===== src/rtl/commit_store_buffer.sv =====
// Commit-side store buffer: holds executed stores in order, commits on Commit fires, drains to D-cache.
// Optional store-to-load forwarding is enabled by defining SB_LOAD_FWD_EN.
module commit_store_buffer #(
    parameter int DEPTH = 8,
    parameter int PTR_W = $clog2(DEPTH)
) (
    input  logic        clk,
    input  logic        rst,
    input  logic        flush,
    input  logic        enq_valid,
    input  logic [31:0] enq_addr,
    input  logic [31:0] enq_data,
    input  logic [1:0]  enq_size,
    output logic        enq_ready,
    input  logic        fire0,
    input  logic        fire1,
    output logic        dc_req,
    output logic [31:0] dc_addr,
    output logic [31:0] dc_wdata,
    output logic [3:0]  dc_wstrb,
    input  logic        dc_ack,
    output logic        committed_pending,
    input  logic [31:0] ld_addr,
    output logic        ld_hit,
    output logic [31:0] ld_data,
    output logic [3:0]  ld_strb
);

    typedef enum logic {ST_IDLE, ST_REQ} state_t;

    localparam logic [PTR_W:0] DEPTH_P = (PTR_W+1)'(DEPTH);

    logic [PTR_W:0] r_head, r_cmt, r_tail;
    logic [29:0]    r_addr [DEPTH];
    logic [31:0]    r_data [DEPTH];
    logic [3:0]     r_strb [DEPTH];
    logic           r_committed_pending;
    state_t         r_state, w_state_next;

    logic [PTR_W:0] w_count, w_uncommitted, w_fire_cnt, w_cmt_step;
    logic [PTR_W:0] w_head_next, w_cmt_next, w_tail_next;
    logic           w_full, w_enq, w_deq;
    logic [3:0]     w_enq_strb;
    logic [31:0]    w_enq_data;
    logic [PTR_W-1:0] w_head_idx;

    assign w_count    = r_tail - r_head;
    assign w_full     = (w_count == DEPTH_P);
    assign enq_ready  = !w_full;
    assign w_enq      = enq_valid && !w_full && !flush;
    assign w_deq      = (r_state == ST_REQ) && dc_ack;
    assign w_head_idx = r_head[PTR_W-1:0];

    // Commit can never run past the youngest enqueued store, so excess fires are clamped.
    assign w_fire_cnt    = {{PTR_W{1'b0}}, fire0} + {{PTR_W{1'b0}}, fire1};
    assign w_uncommitted = r_tail - r_cmt;
    assign w_cmt_step    = (w_fire_cnt > w_uncommitted) ? w_uncommitted : w_fire_cnt;

    assign w_head_next = r_head + {{PTR_W{1'b0}}, w_deq};
    assign w_cmt_next  = r_cmt + w_cmt_step;
    assign w_tail_next = flush ? w_cmt_next : (r_tail + {{PTR_W{1'b0}}, w_enq});

    // NOTE: every always_comb output gets a default first so no path can infer a latch.
    always_comb begin
        w_enq_strb = 4'b1111;
        w_enq_data = enq_data;
        case (enq_size)
            2'd0: begin
                w_enq_strb = 4'b0001 << enq_addr[1:0];
                w_enq_data = {4{enq_data[7:0]}};
            end
            2'd1: begin
                w_enq_strb = enq_addr[1] ? 4'b1100 : 4'b0011;
                w_enq_data = {2{enq_data[15:0]}};
            end
            default: ;
        endcase
    end

    always_ff @(posedge clk) begin
        if (rst) begin
            r_head              <= '0;
            r_cmt               <= '0;
            r_tail              <= '0;
            r_committed_pending <= 1'b0;
        end else begin
            r_head              <= w_head_next;
            r_cmt               <= w_cmt_next;
            r_tail              <= w_tail_next;
            r_committed_pending <= (w_head_next != w_cmt_next);
        end
    end

    // NOTE: entry storage is not reset; the pointers alone define which entries are valid.
    always_ff @(posedge clk) begin
        if (w_enq) begin
            r_addr[r_tail[PTR_W-1:0]] <= enq_addr[31:2];
            r_data[r_tail[PTR_W-1:0]] <= w_enq_data;
            r_strb[r_tail[PTR_W-1:0]] <= w_enq_strb;
        end
    end

    always_ff @(posedge clk) begin
        if (rst) r_state <= ST_IDLE;
        else     r_state <= w_state_next;
    end

    always_comb begin
        w_state_next = r_state;
        dc_req       = 1'b0;
        case (r_state)
            ST_IDLE: if (r_head != r_cmt) w_state_next = ST_REQ;
            ST_REQ: begin
                dc_req = 1'b1;
                if (dc_ack && (w_head_next == w_cmt_next)) w_state_next = ST_IDLE;
            end
            default: w_state_next = ST_IDLE;
        endcase
    end

    // Head entry is committed and cannot be overwritten, so these hold stable until dc_ack.
    assign dc_addr           = {r_addr[w_head_idx], 2'b00};
    assign dc_wdata          = r_data[w_head_idx];
    assign dc_wstrb          = r_strb[w_head_idx];
    assign committed_pending = r_committed_pending;

`ifdef SB_LOAD_FWD_EN
    logic [PTR_W:0] w_slot;
    logic           w_unused_ld_lsb;
    assign w_unused_ld_lsb = ^ld_addr[1:0];

    // Scan oldest to youngest so the youngest matching store overrides older ones.
    always_comb begin
        ld_hit  = 1'b0;
        ld_data = '0;
        ld_strb = '0;
        w_slot  = r_head;
        for (int i = 0; i < DEPTH; i++) begin
            w_slot = r_head + (PTR_W+1)'(i);
            if (((PTR_W+1)'(i) < w_count) && (r_addr[w_slot[PTR_W-1:0]] == ld_addr[31:2])) begin
                ld_hit  = 1'b1;
                ld_data = r_data[w_slot[PTR_W-1:0]];
                ld_strb = r_strb[w_slot[PTR_W-1:0]];
            end
        end
    end
`else
    logic w_unused_ld;
    assign w_unused_ld = ^ld_addr;
    assign ld_hit      = 1'b0;
    assign ld_data     = '0;
    assign ld_strb     = '0;
`endif

    a_cmt_within_queue: assert property (@(posedge clk) disable iff (rst)
        (r_cmt - r_head) <= (r_tail - r_head));

endmodule

===== config.mk =====
export PLATFORM = sky130hd
export DESIGN_NAME = commit_store_buffer
export DESIGN_NICKNAME = d
export VERILOG_FILES = /design/src/rtl/commit_store_buffer.sv
export SDC_FILE = /design/constraint.sdc
export NUM_CORES = 1
export LEC_CHECK = 0
export CAP_MARGIN = 20
export CORE_AREA = 2 2 272 274
export DETAILED_ROUTE_END_ITERATION = 16
export DIE_AREA = 0 0 274 276
export PLACE_DENSITY = 0.57
export SLEW_MARGIN = 20
export SYNTH_ARGS = -nofsm -noshare
export SYNTH_HDL_FRONTEND = slang
export SYNTH_SLANG_ARGS = --single-unit

===== constraint.sdc =====
create_clock -name clk -period 10.67 [get_ports clk]
set_clock_uncertainty 0.1 [all_clocks]
set_input_delay 3.201 -clock clk [delete_from_list [all_inputs] [get_ports clk]]
set_output_delay 3.201 -clock clk [all_outputs]
set_load 0.01 [all_outputs]

Yosys cells after proc, flatten, opt, wreduce, memory -nomap -nowiden
Memories as Yosys holds them, arrays and structs flattened. A register that Yosys moved wholly into a read port is not among the register bits.
Index checks and enable logic that the tools add are counted.
{"block": "word_totals", "ff_bits": 14, "ramBits": 528, "inputBits": 105, "out_inout_bits": 108, "memories": 3}
{"block": "op_classes", "n_addsub": 6, "order_cmp": 1, "n_eq_ne": 5, "shift": 1, "n_mux": 14, "bitwise_logic": 1, "reduce_logical": 7}
{"name": "r_data", "words": 8, "width": 32, "read_ports": 1, "rd_clocked_by_memory_dff": 1, "wr": 1, "line_no": "35", "source": "logic [31:0] r_data [DEPTH];"}
{"name": "r_addr", "words": 8, "width": 30, "read_ports": 1, "rd_clocked_by_memory_dff": 1, "wr": 1, "line_no": "34", "source": "logic [29:0] r_addr [DEPTH];"}
{"name": "r_strb", "words": 8, "width": 4, "read_ports": 1, "rd_clocked_by_memory_dff": 1, "wr": 1, "line_no": "36", "source": "logic [3:0] r_strb [DEPTH];"}
{"cell": "$pmux W32 S2", "count": 1}
{"cell": "$mux W4", "count": 3}
{"cell": "$mux W3", "count": 3}
{"cell": "$add A4 B1 Y4", "count": 2}
{"cell": "$ne A4 B4 Y1", "count": 2}
{"cell": "$pmux W4 S2", "count": 1}
{"cell": "$sub A4 B4 Y4", "count": 2}
{"cell": "$mux W1", "count": 5}
{"cell": "$add A4 B4 Y4", "count": 1}
{"cell": "$eq A4 B4 Y1", "count": 1}
{"cell": "$eq A4 B4 Y1 const B", "count": 1}
{"cell": "$gt A2 B4 Y1", "count": 1}
{"cell": "$logic_and A1 B1 Y1", "count": 4}
{"cell": "$shl A1 B2 Y4 const A", "count": 1}
{"cell": "$add A1 B1 Y2", "count": 1}
{"cell": "$eq A2 B1 Y1 const B", "count": 1}
{"cell": "$logic_not A1 Y1", "count": 2}
{"cell": "$logic_not A2 Y1", "count": 1}
{"cell": "$pmux W1 S2", "count": 1}
{"cell": "$not A1 Y1", "count": 1}

Depth between registers and ports, before layout
Gate-level depths: netlist (run 1).
{"block": "logic_depth", "word_depth": 8, "mapped_depth": 15}

Worst setup path before layout (run 1)
Ideal clock, no wire load.
{"block": "synth_timing", "kind": "input to register", "startpoint": "in flush", "endpoint": "mem r_addr[4][0], enable pin", "setup_ns": 0.677, "arrival_time_ns": 10.477, "t_required_ns": 9.893, "slack_ns": -0.584, "path_stages": 4, "cell_sequence": "clkbuf_1 inv_1 o311ai_2 nor4b_1"}
{"block": "synth_between", "elab_chain_cells": 4}
{"element": "from (decl)", "line_no": "9", "source": "input logic flush,"}
{"element": "$logic_not A1 Y1", "line_no": "50", "source": "assign w_enq = enq_valid && !w_full && !flush;"}
{"element": "$logic_and A1 B1 Y1", "line_no": "50"}
{"element": "$mux W1", "line_no": "96", "source": "if (w_enq) begin"}
{"element": "$mux W1 (not written as such)", "line_no": "97", "source": "r_addr[r_tail[PTR_W-1:0]] <= enq_addr[31:2];"}
{"element": "to (decl)", "line_no": "34"}
Every way passes these cells.

==> impl_results.md, run 1 <==
* Area delta synth->final at 20.0%
* Post_cts resized at 0
* Top-count cell post-synth: edfxtp_1
* Peak supply drop at 139 uV
* Nets at ~1400
* WL/cell at around 21 um
* Mapped cell area at 0.0216 mm^2
* Inst Count DP at between 2000 and 2500
* Post-CTS Setup Repair Bufs at 0
* CORE AREA at approximately 0.073 mm^2
* Mapped Avg Cell Area at a little under 20 um^2
* Vias per cell at 4.55
* # rows at 99
* I/O pin cnt at 213
* CTS Buf Count at 56
* H-Tree Depth at 2
* Max Slew Vio Count at 0
* Crit Path Category: flop to output pin
* Area post-placement at roughly 0.024 mm^2
* Clock tree buffer depth at 3
* Via count at approximately 10000
* Leading area contributor after synthesis: edfxtp_1
* Initial antenna violation count at 1
* Seq/Total Area, Yosys at 0.747
* TNS Setup at 0 ns
* Top post-synthesis cells by count: 528 x edfxtp_1, 208 x nand2_1, 132 x mux4_2
* Synth top area share at 0.734
* ANT cells at 0
* Final hold vios at 0
* EDFF count, synth at ~530
* Largest net degree at the start of global routing at 65
* Detail Placement HPWL at around 27000 um
* Post-synthesis async set-or-reset flop share at 0
* CTS tree: done
* Synth area leaders: edfxtp_1 73%, mux4_2 14%, nand2_1 3.6%, buf_4 1.6%, dfxtp_1 1.3%
* Worst Hold Class: flop to flop
* DRT Pass-1 Iters at 5
* Root buffer cell: clkbuf_16
* Crit path max fanout at 40
* Max Freq at 146 MHz
* Slew headroom at 0.237
* Die area at between 0.07 and 0.08 mm^2
* Final Instance Area at about 0.026 mm^2
* Die width at around 270 um
* Vias in the first global route at 11100
* CTS sink count at approximately 540
* Worst setup margin at 3.81 ns
* Skew-Pair Late Insertion Delay at 0.59 ns
* Ys flop type: edfxtp_1
* Die Ht at between 200 and 300 um
* Overflow after GRT at 0
* Global placer's final weighted congestion at 0.685
* Setup Viol. Count Final at 0
* Layout cells sized above 1 at 0.205
* Yosys Warn Count at 0
* Pleak at around 0.0084 uW
* Data required time of the worst path at 7.37 ns
* Initial core utilization at 0.297
* Mapped Cells at 1113
* CP Capture Type: output pin
* Library cells used by synthesis at 40
* Final cycle utilization of the critical path at 0.643
* Pwr/cell area at 217 mW/mm^2
* Post-layout min period at slightly below 7 ns
* Buffers on Ports at between 100 and 150
* Layout filler cell count at roughly 6800
* Worst endpoint data arrival time at ~3.6 ns
* Least-Margin Pin Slew at about 1.1 ns
* First-pass GRT wire length at ~72000 um
* Outcome: finished, final reports clean
* Worst setup SP type: flop
* Number of nets with antenna violations after routing at 0
* Synth Register Bits at ~540
* # Max-Cap Violations at 0
* Clock slew at reported path FFs at 0.06 ns
* GRT Overall Usage at 0.129
* Layout Cells excl Fill at between 2000 and 2500
* DRC violations left at 0
* First DRT Iteration DRCs at slightly below 800
* RSZ-0062 raised after global routing: no
* DRT Wirelength at about 49000 um
* Hold buffers post-CTS at 0
* Worst Setup Slack post-DPL at about 3.7 ns
[metal layers]
metal,vias up,GRT usage,routed length [um]
met2,277,0.221,24400
li1,4632,-,-
met1,5433,0.170,20700
met5,-,0,13
met4,2,0.0323,970
met3,67,0.0221,2380
[final timing paths]
path	startpoint	to	slack, ns	depth (start not counted)
max	r_head[0]$_SDFF_PP0_	dc_wdata[13]	3.81	5
min reg2reg	r_state$_SDFF_PP0_	r_state$_SDFF_PP0_	0.47	1
min	r_state$_SDFF_PP0_	r_state$_SDFF_PP0_	0.47	1
max reg2reg	r_tail[0]$_SDFF_PP0_	r_state$_SDFF_PP0_	6.19	15
[critical path, stage by stage (launching register included)]
cell and delay, ns:
dfxtp_4 0.79, buf_4 0.78, mux4_2 0.59, nand2_1 0.08
nand2_1 0.16, clkdlybuf4s50_1 0.52
[sequential cells by signal, indices dropped and copies added, names as in the netlist]
register           flops
r_data               256
r_addr               240
r_strb                32
r_cmt                  4
r_head                 4
r_tail                 4
committed_pending      1
r_state                1
[layout by cell type (no fill, tap or decap), drive strengths merged, types with 2 or more instances in the layout]
cell type      synthesis  final
nand3                  4      4
xnor2                 11     11
ha                    16     16
clkbuf                21     63
mux4                 132    132
bufinv                 0      7
inv                   13     13
nor3                   5      5
dfxtp                 14     14
o21bai                 4      4
mux2                  16     16
clkinv                 0     29
a211oi                 2      2
edfxtp               528    528
fa                     2      2
mux2i                 12     12
o21a                   3      3
nor2b                  7      7
buf                   70     23
conb                   1     40
nand2                208    208
nor4b                  2      2
o21ai                 10     10
nor4                   4      4
xor2                   5      5
clkdlybuf4s50          0    141
nor2                  11     11
a21oi                  2      2
clkinvlp               0      5
[kinds of logic (layout without fill, tap and decap cells)]
group	Yosys count	in the layout	synth area share
and+or+nand+nor	246	246	0.0461
other	1	40	0.000174
adders and majority gates	18	18	0.0111
xor gates and xnor gates	17	17	0.00788
DFF	542	542	0.747
AOI/OAI and AO/OA	25	25	0.00811
muxes	160	160	0.152
buffers and inverters	104	281	0.0275
[layout make-up]
class	count	area, um^2	share of cell area
timing repair buffer	164	1600	0.0616
tap	959	1200	0.0463
multi-input combinational	506	5050	0.195
clock inverter	41	412	0.0159
sequential	542	16100	0.623
clock buffer	63	1450	0.0559
inverter	13	48.8	0.00188
[power breakdown]
group	internal, uW	leakage [uW]	switching [uW]
Sequential	2490	0.00488	73.0
Combinational	557	0.00258	547
Clock	1140	0.000900	805
[through the flow]
step	utilization	power, uW	hold WS (ns)
4_1_cts	0.357	5720	0.467
3_5_place_dp	0.331	3750	0.456
3_3_place_gp	0.331	3730	0.442
6_report	0.357	5620	0.466
5_1_grt	0.357	5880	0.478
2_1_floorplan	-	3330	0.463
Power figures use the tool's default switching activity.
==> run 2: changes to the inputs <==
==> constraint.sdc (replaced) <==
create_clock -name clk -period 5.9 [get_ports clk]
set_clock_uncertainty 0.1 [all_clocks]
set_input_delay 1.77 -clock clk [delete_from_list [all_inputs] [get_ports clk]]
set_output_delay 1.77 -clock clk [all_outputs]
set_load 0.01 [all_outputs]
==> run 2 against run 1 <==
Cell area increased by 0.99%; critical path depth increased by 1; total power increased by 84%; critical endpoint is now enq_ready.
==> impl_results.md, run 2 (synthesis results as in run 1) <==
* Vias in the first global route at about 11000
* Die area at roughly 0.076 mm^2
* Post-CTS Setup Repair Bufs at 0
* Skew-Pair Late Insertion Delay at 0.60 ns
* I/O pin cnt at 213
* Crit path max fanout at 30
* Buf/Inv on CP at 2
* Top cell family by delay on the critical path: buffers and inverters
* Initial antenna violation count at 1
* Pwr/cell area at ~400 mW/mm^2
* Final hold vios at 0
* Max Freq at roughly 190 MHz
* Crit-path most repeated cell: o21a_1
* Crit Path Category: flop to output pin
* CP peak stage delay at between 0.7 and 0.8 ns
* Data required time of the worst path at approximately 4 ns
* Root buffer cell: clkbuf_16
* Critical Path, Cell by Cell: inv_2 > ha_1 > o21a_1 > o21a_1 > or3_1 > clkdlybuf4s50_1
* DRT Pass-1 Iters at 4
* Post_cts resized at 0
* Clock tree buffer depth at 3
* Detail Placement HPWL at about 27000 um
* Setup Viol. Count Final at 0
* Final Instance Area at about 0.026 mm^2
* Worst setup SP type: flop
* Post-layout util at 0.360
* DR WL met2 at about 24000 um
* H-Tree Depth at 2
* Worst hold slack at about 0.47 ns
* TNS Setup at 0 ns
* First DRT Iteration DRCs at roughly 650
* CTS tree: done
* Internal at between 7000 and 8000 uW
* CP max stage cell: dfxtp_4
* Buffers on Ports at between 100 and 150
* Wl on met1 at 21300 um
* Worst Hold Class: flop to flop
* Commonest non-fill, non-tap cell in the layout: edfxtp_1
* Layout cells sized above 1 at 0.214
* Nets at 1416
* Clock power share at 0.352
* Via count at approximately 10000
* Vias per cell at roughly 4.6
* CORE AREA at just over 0.07 mm^2
* Sequential power share at 0.451
* Initial core utilization at 0.297
* ANT cells at 0
* P_sw at between 2000 and 3000 uW
* Max reg flops at around 260
* Global placer's final weighted congestion at 0.716
* Clock slew at reported path FFs at about 0.060 ns
* Hold buffers post-CTS at 0
* # Max-Cap Violations at 0
* RSZ-0062 raised after global routing: no
* Combinational share of power at 0.196
* Area post-placement at between 0.02 and 0.025 mm^2
* CP Capture Type: output pin
* DRT Wirelength at ~49000 um
* Leading cell types in the layout, fill and taps excluded: 528 x edfxtp_1, 208 x nand2_1, 141 x clkdlybuf4s50_1
* WL/cell at approximately 21 um
* DRC violations left at 0
* Area delta synth->final at 21.2%
* Slew headroom at 0.390
* # rows at 99
* Pleak at between 0.008 and 0.009 uW
* Sw frac at 0.257
* CTS sink count at between 500 and 600
* CTS Buf Count at slightly below 60
* Number of nets with antenna violations after routing at 0
* Worst endpoint data arrival time at 3.37 ns
* Overflow after GRT at 0
* Peak supply drop at roughly 250 uV
* Post-layout min period at around 5.2 ns
* Least-Margin Pin Slew at 0.905 ns
* Outcome: finished, final reports clean
* Die width at about 270 um
* Final cycle utilization of the critical path at 0.888
* GRT Overall Usage at 0.128
* Max Slew Vio Count at 0
* First-pass GRT wire length at between 70000 and 80000 um
* Met3 WL post-DR at roughly 2200 um
* Top Layer Used: met4
* Largest net degree at the start of global routing at 67
* Die Ht at ~280 um
run 2: changes by cell type in the layout (fill, tap and decap cells not counted), moves of 3 or more:
cell	change
inv_6	+4
clkinv_1	-5
clkbuf_8	+3
buf_12	+5
nor4_4	+4
clkbuf_1	+3
nor4_2	-4
run 2: area by class of cell:
cell class	instances	area [um^2]
Clock buffer	70	1530
Clock inverter	40	415
Fill cell	6791	46400
Inverter	13	48.8
Multi-Input combinational cell	506	5100
Sequential cell	542	16100
Tap cell	959	1200
Timing Repair Buffer	172	1720
run 2: through the flow:
stage	total power [uW]	cells	setup WS, ns
global route	10800	2302	0.506
detailed placement	6830	2191	0.384
finish	10300	2302	0.663
floorplan	6010	1152	-1.61
CTS	10500	2301	0.519
global placement	6810	2191	0.364
run 2: final timing paths:
check | slack, ns | endpoint | cells after the start | from
worst min register to register | 0.47 | r_state$_SDFF_PP0_ | 1 | r_state$_SDFF_PP0_
worst max register to register | 1.19 | r_state$_SDFF_PP0_ | 15 | r_tail[0]$_SDFF_PP0_
worst max-delay path | 0.66 | enq_ready | 6 | r_head[2]$_SDFF_PP0_
worst min-delay path | 0.47 | r_state$_SDFF_PP0_ | 1 | r_state$_SDFF_PP0_
run 2: power groups by stage:
stage / clock network [uW] / registers, uW / logic [uW]
2_1_floorplan: 0 / 4670 / 1340
3_3_place_gp: 0 / 4740 / 2070
3_5_place_dp: 0 / 4750 / 2080
4_1_cts: 3740 / 4670 / 2090
5_1_grt: 3880 / 4690 / 2220
6_report: 3640 / 4670 / 2030
run 2: layer usage:
layer	up-vias	track usage
li1	4667	-
met1	5478	0.172
met2	274	0.215
met3	70	0.0204
met4	0	0.0336
met5	-	0
==> run 3: changes to the inputs <==
--- a/config.mk
+++ b/config.mk
@@ -7,6 +7,7 @@
 export LEC_CHECK = 0
 export CAP_MARGIN = 20
 export CORE_AREA = 2 2 272 274
+export CTS_CLUSTER_DIAMETER = 100
 export DETAILED_ROUTE_END_ITERATION = 16
 export DIE_AREA = 0 0 274 276
 export PLACE_DENSITY = 0.57
==> results of run 3 <==
No change in the layout: final DEF, timing and power equal those of run 2.
